--- config.mk ---
export PLATFORM = sky130hd
export DESIGN_NAME = regfile_wb_arbiter
export DESIGN_NICKNAME = d
export VERILOG_FILES = /design/src/rtl/regfile_wb_arbiter.sv
export SDC_FILE = /design/constraint.sdc
export NUM_CORES = 1
export LEC_CHECK = 0
export ABC_AREA = 1
export BUFFER_PORTS_ARGS = -buffer_cell sky130_fd_sc_hd__clkbuf_2
export CORE_MARGIN = 2
export CORE_UTILIZATION = 49
export CTS_CLUSTER_SIZE = 16
export DETAILED_ROUTE_END_ITERATION = 10
export GPL_TIMING_DRIVEN = 1
export MAX_ROUTING_LAYER = met4
export PLACE_DENSITY = 0.74
export RECOVER_POWER = 50
export SETUP_SLACK_MARGIN = 0.3
export SYNTH_ARGS = -nofsm -noshare
export SYNTH_HDL_FRONTEND = slang
export SYNTH_SLANG_ARGS = --single-unit
export TNS_END_PERCENT = 30
--- constraint.sdc ---
create_clock -name clk -period 1.6 [get_ports clk]
set_input_delay 0.32 -clock clk [delete_from_list [all_inputs] [get_ports clk]]
set_output_delay 0.32 -clock clk [all_outputs]
set_load 0.01 [all_outputs]
--- src/rtl/regfile_wb_arbiter.sv ---
// Write-back arbiter: ALU (A) and load (B) results each park in a one-entry holding
// register and compete for the single registered register-file write port.
module regfile_wb_arbiter #(
   parameter int CNT_W = 16
) (
   input  logic             clk,
   input  logic             rst,
   input  logic             a_valid,
   output logic             a_ready,
   input  logic [3:0]       a_dest,
   input  logic [31:0]      a_value,
   input  logic             b_valid,
   output logic             b_ready,
   input  logic [3:0]       b_dest,
   input  logic [31:0]      b_value,
   input  logic [3:0]       src1,
   input  logic [3:0]       src2,
   output logic             hazard,
   output logic             writeBackEn,
   output logic [3:0]       destWB,
   output logic [31:0]      valueWB,
   output logic [CNT_W-1:0] wb_count
);

   logic             a_full_q, a_full_d, b_full_q, b_full_d;
   logic [3:0]       a_dest_q, a_dest_d, b_dest_q, b_dest_d;
   logic [31:0]      a_value_q, a_value_d, b_value_q, b_value_d;
   logic             a_older_q, a_older_d, b_older_q, b_older_d;
   logic             last_b_q, last_b_d;
   logic             wb_en_q, wb_en_d;
   logic [3:0]       wb_dest_q, wb_dest_d;
   logic [31:0]      wb_value_q, wb_value_d;
   logic [CNT_W-1:0] wb_count_q, wb_count_d;
   logic             grant_a_s, grant_b_s, a_load_s, b_load_s, same_dest_s;

   function automatic logic reads_idx(input logic [3:0] idx, input logic [3:0] s1,
                                      input logic [3:0] s2);
      return (s1 == idx) || (s2 == idx);
   endfunction

   assign same_dest_s = (a_dest_q == b_dest_q);

   // Arbitration: same-destination pairs drain oldest first so the later write wins.
   always_comb begin
      grant_a_s = 1'b0;
      grant_b_s = 1'b0;
      if (a_full_q && b_full_q) begin
         if (same_dest_s && a_older_q) begin
            grant_a_s = 1'b1;
         end else if (same_dest_s && b_older_q) begin
            grant_b_s = 1'b1;
         end else if (last_b_q) begin
            grant_a_s = 1'b1;
         end else begin
            grant_b_s = 1'b1;
         end
      end else if (a_full_q) begin
         grant_a_s = 1'b1;
      end else if (b_full_q) begin
         grant_b_s = 1'b1;
      end else begin
         grant_a_s = 1'b0;
         grant_b_s = 1'b0;
      end
   end

   assign a_ready  = !a_full_q || grant_a_s;
   assign b_ready  = !b_full_q || grant_b_s;
   assign a_load_s = a_valid && a_ready;
   assign b_load_s = b_valid && b_ready;

   // Decode hazard against both pending entries and the write in flight.
   always_comb begin
      hazard = 1'b0;
      if ((a_full_q && reads_idx(a_dest_q, src1, src2)) ||
          (b_full_q && reads_idx(b_dest_q, src1, src2)) ||
          (wb_en_q  && reads_idx(wb_dest_q, src1, src2))) begin
         hazard = 1'b1;
      end else begin
         hazard = 1'b0;
      end
   end

   // Next state for holding registers, age, pointer and write port.
   always_comb begin
      a_full_d   = a_load_s || (a_full_q && !grant_a_s);
      b_full_d   = b_load_s || (b_full_q && !grant_b_s);
      a_dest_d   = a_load_s ? a_dest  : a_dest_q;
      a_value_d  = a_load_s ? a_value : a_value_q;
      b_dest_d   = b_load_s ? b_dest  : b_dest_q;
      b_value_d  = b_load_s ? b_value : b_value_q;
      a_older_d  = 1'b0;
      b_older_d  = 1'b0;
      last_b_d   = last_b_q;
      wb_en_d    = grant_a_s || grant_b_s;
      wb_dest_d  = wb_dest_q;
      wb_value_d = wb_value_q;
      wb_count_d = wb_count_q;

      // A lone load behind a surviving entry makes the survivor the older one.
      if (a_load_s && b_load_s) begin
         a_older_d = 1'b0;
         b_older_d = 1'b0;
      end else if (a_load_s) begin
         b_older_d = b_full_d;
      end else if (b_load_s) begin
         a_older_d = a_full_d;
      end else begin
         a_older_d = a_older_q && a_full_d && b_full_d;
         b_older_d = b_older_q && a_full_d && b_full_d;
      end

      if (a_full_q && b_full_q) begin
         last_b_d = grant_b_s;
      end else begin
         last_b_d = last_b_q;
      end

      if (grant_a_s) begin
         wb_dest_d  = a_dest_q;
         wb_value_d = a_value_q;
      end else if (grant_b_s) begin
         wb_dest_d  = b_dest_q;
         wb_value_d = b_value_q;
      end else begin
         wb_dest_d  = wb_dest_q;
         wb_value_d = wb_value_q;
      end

      if (wb_en_d && (wb_count_q != {CNT_W{1'b1}})) begin
         wb_count_d = wb_count_q + {{(CNT_W-1){1'b0}}, 1'b1};
      end else begin
         wb_count_d = wb_count_q;
      end
   end

   // State registers; reset drops held writes and points the tie-breaker at B.
   always_ff @(posedge clk or negedge rst) begin
      if (!rst) begin
         a_full_q   <= 1'b0;
         b_full_q   <= 1'b0;
         a_dest_q   <= 4'd0;
         b_dest_q   <= 4'd0;
         a_value_q  <= 32'd0;
         b_value_q  <= 32'd0;
         a_older_q  <= 1'b0;
         b_older_q  <= 1'b0;
         last_b_q   <= 1'b1;
         wb_en_q    <= 1'b0;
         wb_dest_q  <= 4'd0;
         wb_value_q <= 32'd0;
         wb_count_q <= {CNT_W{1'b0}};
      end else begin
         a_full_q   <= a_full_d;
         b_full_q   <= b_full_d;
         a_dest_q   <= a_dest_d;
         b_dest_q   <= b_dest_d;
         a_value_q  <= a_value_d;
         b_value_q  <= b_value_d;
         a_older_q  <= a_older_d;
         b_older_q  <= b_older_d;
         last_b_q   <= last_b_d;
         wb_en_q    <= wb_en_d;
         wb_dest_q  <= wb_dest_d;
         wb_value_q <= wb_value_d;
         wb_count_q <= wb_count_d;
      end
   end

   assign writeBackEn = wb_en_q;
   assign destWB      = wb_dest_q;
   assign valueWB     = wb_value_q;
   assign wb_count    = wb_count_q;

endmodule

Word-level counts from Yosys, hierarchy flattened --
Cells that the tools add are included.
Storage, ports and cells: bits in registers 130, bits of input ports 84, output and inout bits 56
Operators by class: add/subtract/negate cells 1, eq/ne operators 8, muxes and demuxes 22, reductions and logical operators 31
Operators by type and width (count):
- 32-bit 2-to-1 mux | 2
- 4-bit equality test | 7
- 1-bit 2-to-1 mux | 18
- 16-bit by 1-bit adder with 16-bit output (second input constant) | 1
- 1-bit logical AND | 16
- 16-bit != test (second input constant) | 1
- 1-bit logical OR | 10
- 4-bit 2-to-1 mux | 2
- 1-bit logical NOT | 4
- 2-bit nonzero test | 1

Logic depth before layout (Yosys ltp) --
depth in word-level cells 13, mapped depth 13, gate-level depth less buffers 12

Worst setup path after synthesis --
OpenSTA, ideal clock, no wires.
kind reg2reg, from reg wb_count_q[1], in the netlist wb_count[1], to reg wb_count_q[9], in the netlist wb_count[9], setup time 132 ps, arrival time 1502 ps, required time 1468 ps, slack -34 ps, cell stages (with the launch flop) 9, cell sequence dfrtp_1 > ha_1 > nand3_1 > nor2_1 > nand4_1 > nand2_1 > buf_2 > nor3_1 > xor2_1
Between the ends: cells in the longest elaborated chain, start to end 2
Ends and longest elaborated chain:
- from (decl) | line 33 | logic [CNT_W-1:0] wb_count_q, wb_count_d;
- from (signal assigned) | line 152 | wb_count_q <= {CNT_W{1'b0}};
- from (signal assigned) | line 166 | wb_count_q <= wb_count_d;
- parallel branches: the longest is 2 deep, another holds 16-bit by 1-bit adder with 16-bit output
Several ways; the timed one is not identified. A chain may end at the register's enable or synchronous reset.

Worst setup path in the final report --
from reg a_dest_q[2], to out hazard
Between the ends: cells in the longest elaborated chain, start to end 6
Ends and longest elaborated chain:
- from (decl) | line 26 | logic [3:0] a_dest_q, a_dest_d, b_dest_q, b_dest_d;
- from (signal assigned) | line 156 | a_dest_q <= a_dest_d;
- 4-bit equality test | line 38 | return (s1 == idx) || (s2 == idx);
- 1-bit logical OR (*) | line 38
- 1-bit logical AND (*) | line 75 | if ((a_full_q && reads_idx(a_dest_q, src1, src2)) ||
- 1-bit logical OR (*) | line 75
- 1-bit logical OR (*) | line 76 | (b_full_q && reads_idx(b_dest_q, src1, src2)) ||
- 1-bit 2-to-1 mux (*) | line 75
- to (decl) | line 18 | output logic hazard,
Every way passes the cells marked *; elsewhere a longest branch is shown, timed or not.

==> impl_metrics.csv <==
group,metric,value,unit
clock_network,insertion_delay,420,ps
timing,period_needed,2021,ps
yosys,yosys_warnings,0,
place,post-dp-hpwl,10800,µm
yosys,synth_edf_count,0,
final_layout,layout-drive-gt1-share,38.45,%
setup_path,cp-start-kind,"register",
final_layout,finish.utilization,75.29,%
clock_network,cts.sinks,130,
worst_hold_path,min-delay-start,"a_value[8]",
place,place_congestion,0.8486,
floorplan,initial_utilization,50.40,%
clock_network,cts_buffer_depth,2,
timing,hold_viol,0,
yosys,synthCells,775,
yosys,synth_cell_types,26,
final_layout,syn2layout_area_growth,49.39,%
route,drt_wl_total,20230,µm
yosys,synth_area_leaders,"dfrtp_1, nand2_1, nand3_1, inv_1, mux2i_1",
final_layout,fillers,901,
power_and_ir_drop,power,15.99,mW
final_layout,nNetsFinal,1069,
route,drc,0,
status,status,"finished with violations",
power_and_ir_drop,power_density,1676,mW/mm²
route,drt-initial-drc-count,490,
setup_path,crit-reg2reg-launch,"b_dest_q[1]$_DFFE_PN0P_",
power_and_ir_drop,peakVddDrop,0.001097,V
global_routing,grt_overflow,0,
route,antenna_left,0,
setup_path,cp.arrival,1700,ps
global_routing,antenna_found_initial,0,
status,violations,"negative setup slack",
yosys,synth_seq_cells,130,
route,viasPerCell,5.199,
run,cap_violations,0,
timing,setup_viol,115,
clock_network,cts_tree,"built",
floorplan,core_region_area,0.01267,mm²
timing,slew-limit-headroom,51.59,%
route,wire_per_inst,17.32,µm
global_routing,grtUsageTotal,29.25,%
yosys,synth_area_per_cell,8.240,µm²
setup_path,crit_type,"reg2out",
setup_path,startpoint,"a_dest_q[2]$_DFFE_PN0P_",
timing,fin_skew,8.767,ps
yosys,synthFlopType,"dfrtp_1",
place,port_buffers,139,
floorplan,die_y,118.2,µm
setup_path,r2r_cells,14,
place,pre_cts_ws,-58.73,ps
route,route.vias.total,6073,
yosys,synth_top_cell_by_area,"dfrtp_1",
setup_path,cp-end-kind,"output port",
timing,tightest_slew,726.2,ps
route,dr.pass1.iters,5,
floorplan,die_area,0.01396,mm²
yosys,synth_common_cells,"nand2_1, dfrtp_1, nand3_1",
yosys,async_flop_share,100.0,%
yosys,yosysMostFrequentCell,"nand2_1",
yosys,synth_nets,860,
yosys,synth_top_area_share,50.55,%
power_and_ir_drop,p_leak,5.138,nW
global_routing,grt_pass1_vias,6087,
clock_network,cts.clk_slew.worst_paths,60,ps
setup_path,rrSetupSlack,-360,ps
final_layout,n_antenna_cell,0,
clock_network,cts_root_buffer,"clkbuf_16",
timing,fin_ws,-421.2,ps
floorplan,die_w,118.2,µm
timing,rsz0062_at_grt,"true",
setup_path,r2r-end,"a_value_q[18]$_DFFE_PN0P_",
floorplan,io_pins,140,
yosys,ys_seq_area_share,50.96,%
clock_network,htreeDepth,4,
setup_path,crit_end,"hazard",
setup_path,required,1280,ps
timing,timing.final.crit_share,126.3,%
clock_network,numCtsBuffers,17,
global_routing,grt_first_pass_wirelength,30930,µm
timing,slew_violations,0,
timing,fmax,0.4947,GHz
floorplan,row_count,41,
yosys,syn_area,0.006386,mm²
global_routing,grt_max_degree,42,
worst_hold_path,min_path_type,"in2reg",
setup_path,path_max_fanout,3,
cells in the final DEF (no fill, tap or decap), types with 2 or more instances in the layout:
master,count
nand2_1,236
dfrtp_1,122
clkbuf_2,116
inv_1,91
nand3_1,73
nand2_2,46
nand3_2,45
mux2i_1,32
buf_4,31
buf_6,26
clkbuf_16,20
xnor2_1,17
xor2_1,16
buf_16,16
buf_2,14
buf_12,14
nor2_4,8
inv_2,7
nand4_1,7
dfrtp_2,7
clkbuf_8,6
buf_8,6
clkbuf_1,5
nor2_1,4
o21ai_0,4
nand2_4,3
nand2_8,3
nor3_4,3
xnor2_2,2
nor3_1,2
clkinv_2,2
sequential cells by signal, summed over array words and instances (netlist names):
signal / cells
b_older_q: 1
wb_count: 16
b_full_q: 1
a_value_q: 32
destWB: 4
valueWB: 32
last_b_q: 1
a_full_q: 1
a_older_q: 1
b_dest_q: 4
b_value_q: 32
writeBackEn: 1
a_dest_q: 4
layout make-up:
class | instances | area (µm²) | area share [%]
Clock buffer | 27 | 513.0 | 5.377
Clock inverter | 4 | 47.55 | 0.4984
Inverter | 99 | 376.6 | 3.948
Multi-Input combinational cell | 508 | 3039 | 31.86
Sequential cell | 130 | 3263 | 34.20
Tap cell | 172 | 215.2 | 2.256
Timing Repair Buffer | 228 | 2086 | 21.86
through the flow:
stage | cell area (µm²) | std cells | hold slack, ps | setup TNS [ps]
floorplan | 6462 | 775 | 24.41 | 0
global placement | 7621 | 1095 | 218.3 | 0
detailed placement | 7621 | 1095 | 213.1 | -923.3
CTS | 9296 | 1159 | 102.8 | -22420
global route | 9540 | 1168 | 119.6 | -42070
finish | 9540 | 1168 | 122.7 | -29270
what timing repair did:
action                     4_1_cts  5_1_grt
cloned                          16        4
setup endpoints to repair      149      154
hold buffers                     1        0
gates resized for setup        150       59
hold endpoints to repair        23        0
pin swaps                       61        8
setup buffers                   16        5
report_power, final:
group | switching [mW] | internal [mW] | total, mW
clock network | 1.37 | 2.33 | 3.70
logic | 3.64 | 3.42 | 7.06
registers | 0.833 | 4.40 | 5.23
routing by layer:
layer  part of all wire, %  up-vias  GRT usage [%]  wire length (µm)
met1                    39     2935          35.23              7954
met2                    52      254          49.28             10570
li1                      -     2844              -                 -
met5                     0        -              -                 0
met4                   2.1        0          9.714               433
met3                   6.3       40          5.936              1276
how the worst min path moves through the flow:
stage | end | slack, ps | cells past startpoint
3_3_place_gp | valueWB[28]$_DFFE_PN0P_ | 220 | 1
3_5_place_dp | b_value_q[28]$_DFFE_PN0P_ | 210 | 1
4_1_cts | b_value_q[15]$_DFFE_PN0P_ | 100 | 3
2_1_floorplan | a_dest_q[0]$_DFFE_PN0P_ | 20 | 0
5_1_grt | b_value_q[16]$_DFFE_PN0P_ | 120 | 3
6_report | a_value_q[8]$_DFFE_PN0P_ | 120 | 3
critical path, cell delays in order, from the launching register on:
cell and delay [ps]:
dfrtp_1 400, buf_4 160, nand2_1 60, nand4_1 120, o31ai_2 260, nand2_1 110
nand3_2 80, buf_6 100
cells by family after synthesis:
| family | synth area share (%) |
|---|---|
| multiplexers | 5.016 |
| XOR/XNOR | 4.800 |
| buffers and inverters | 9.248 |
| AND/OR/NAND/NOR | 29.02 |
| adder cells (fa/ha/maj) | 0.1959 |
| AO/OA/AOI/OAI | 0.7640 |
| flip-flops | 50.96 |
Note: power is estimated with default switching activity, not from simulation.
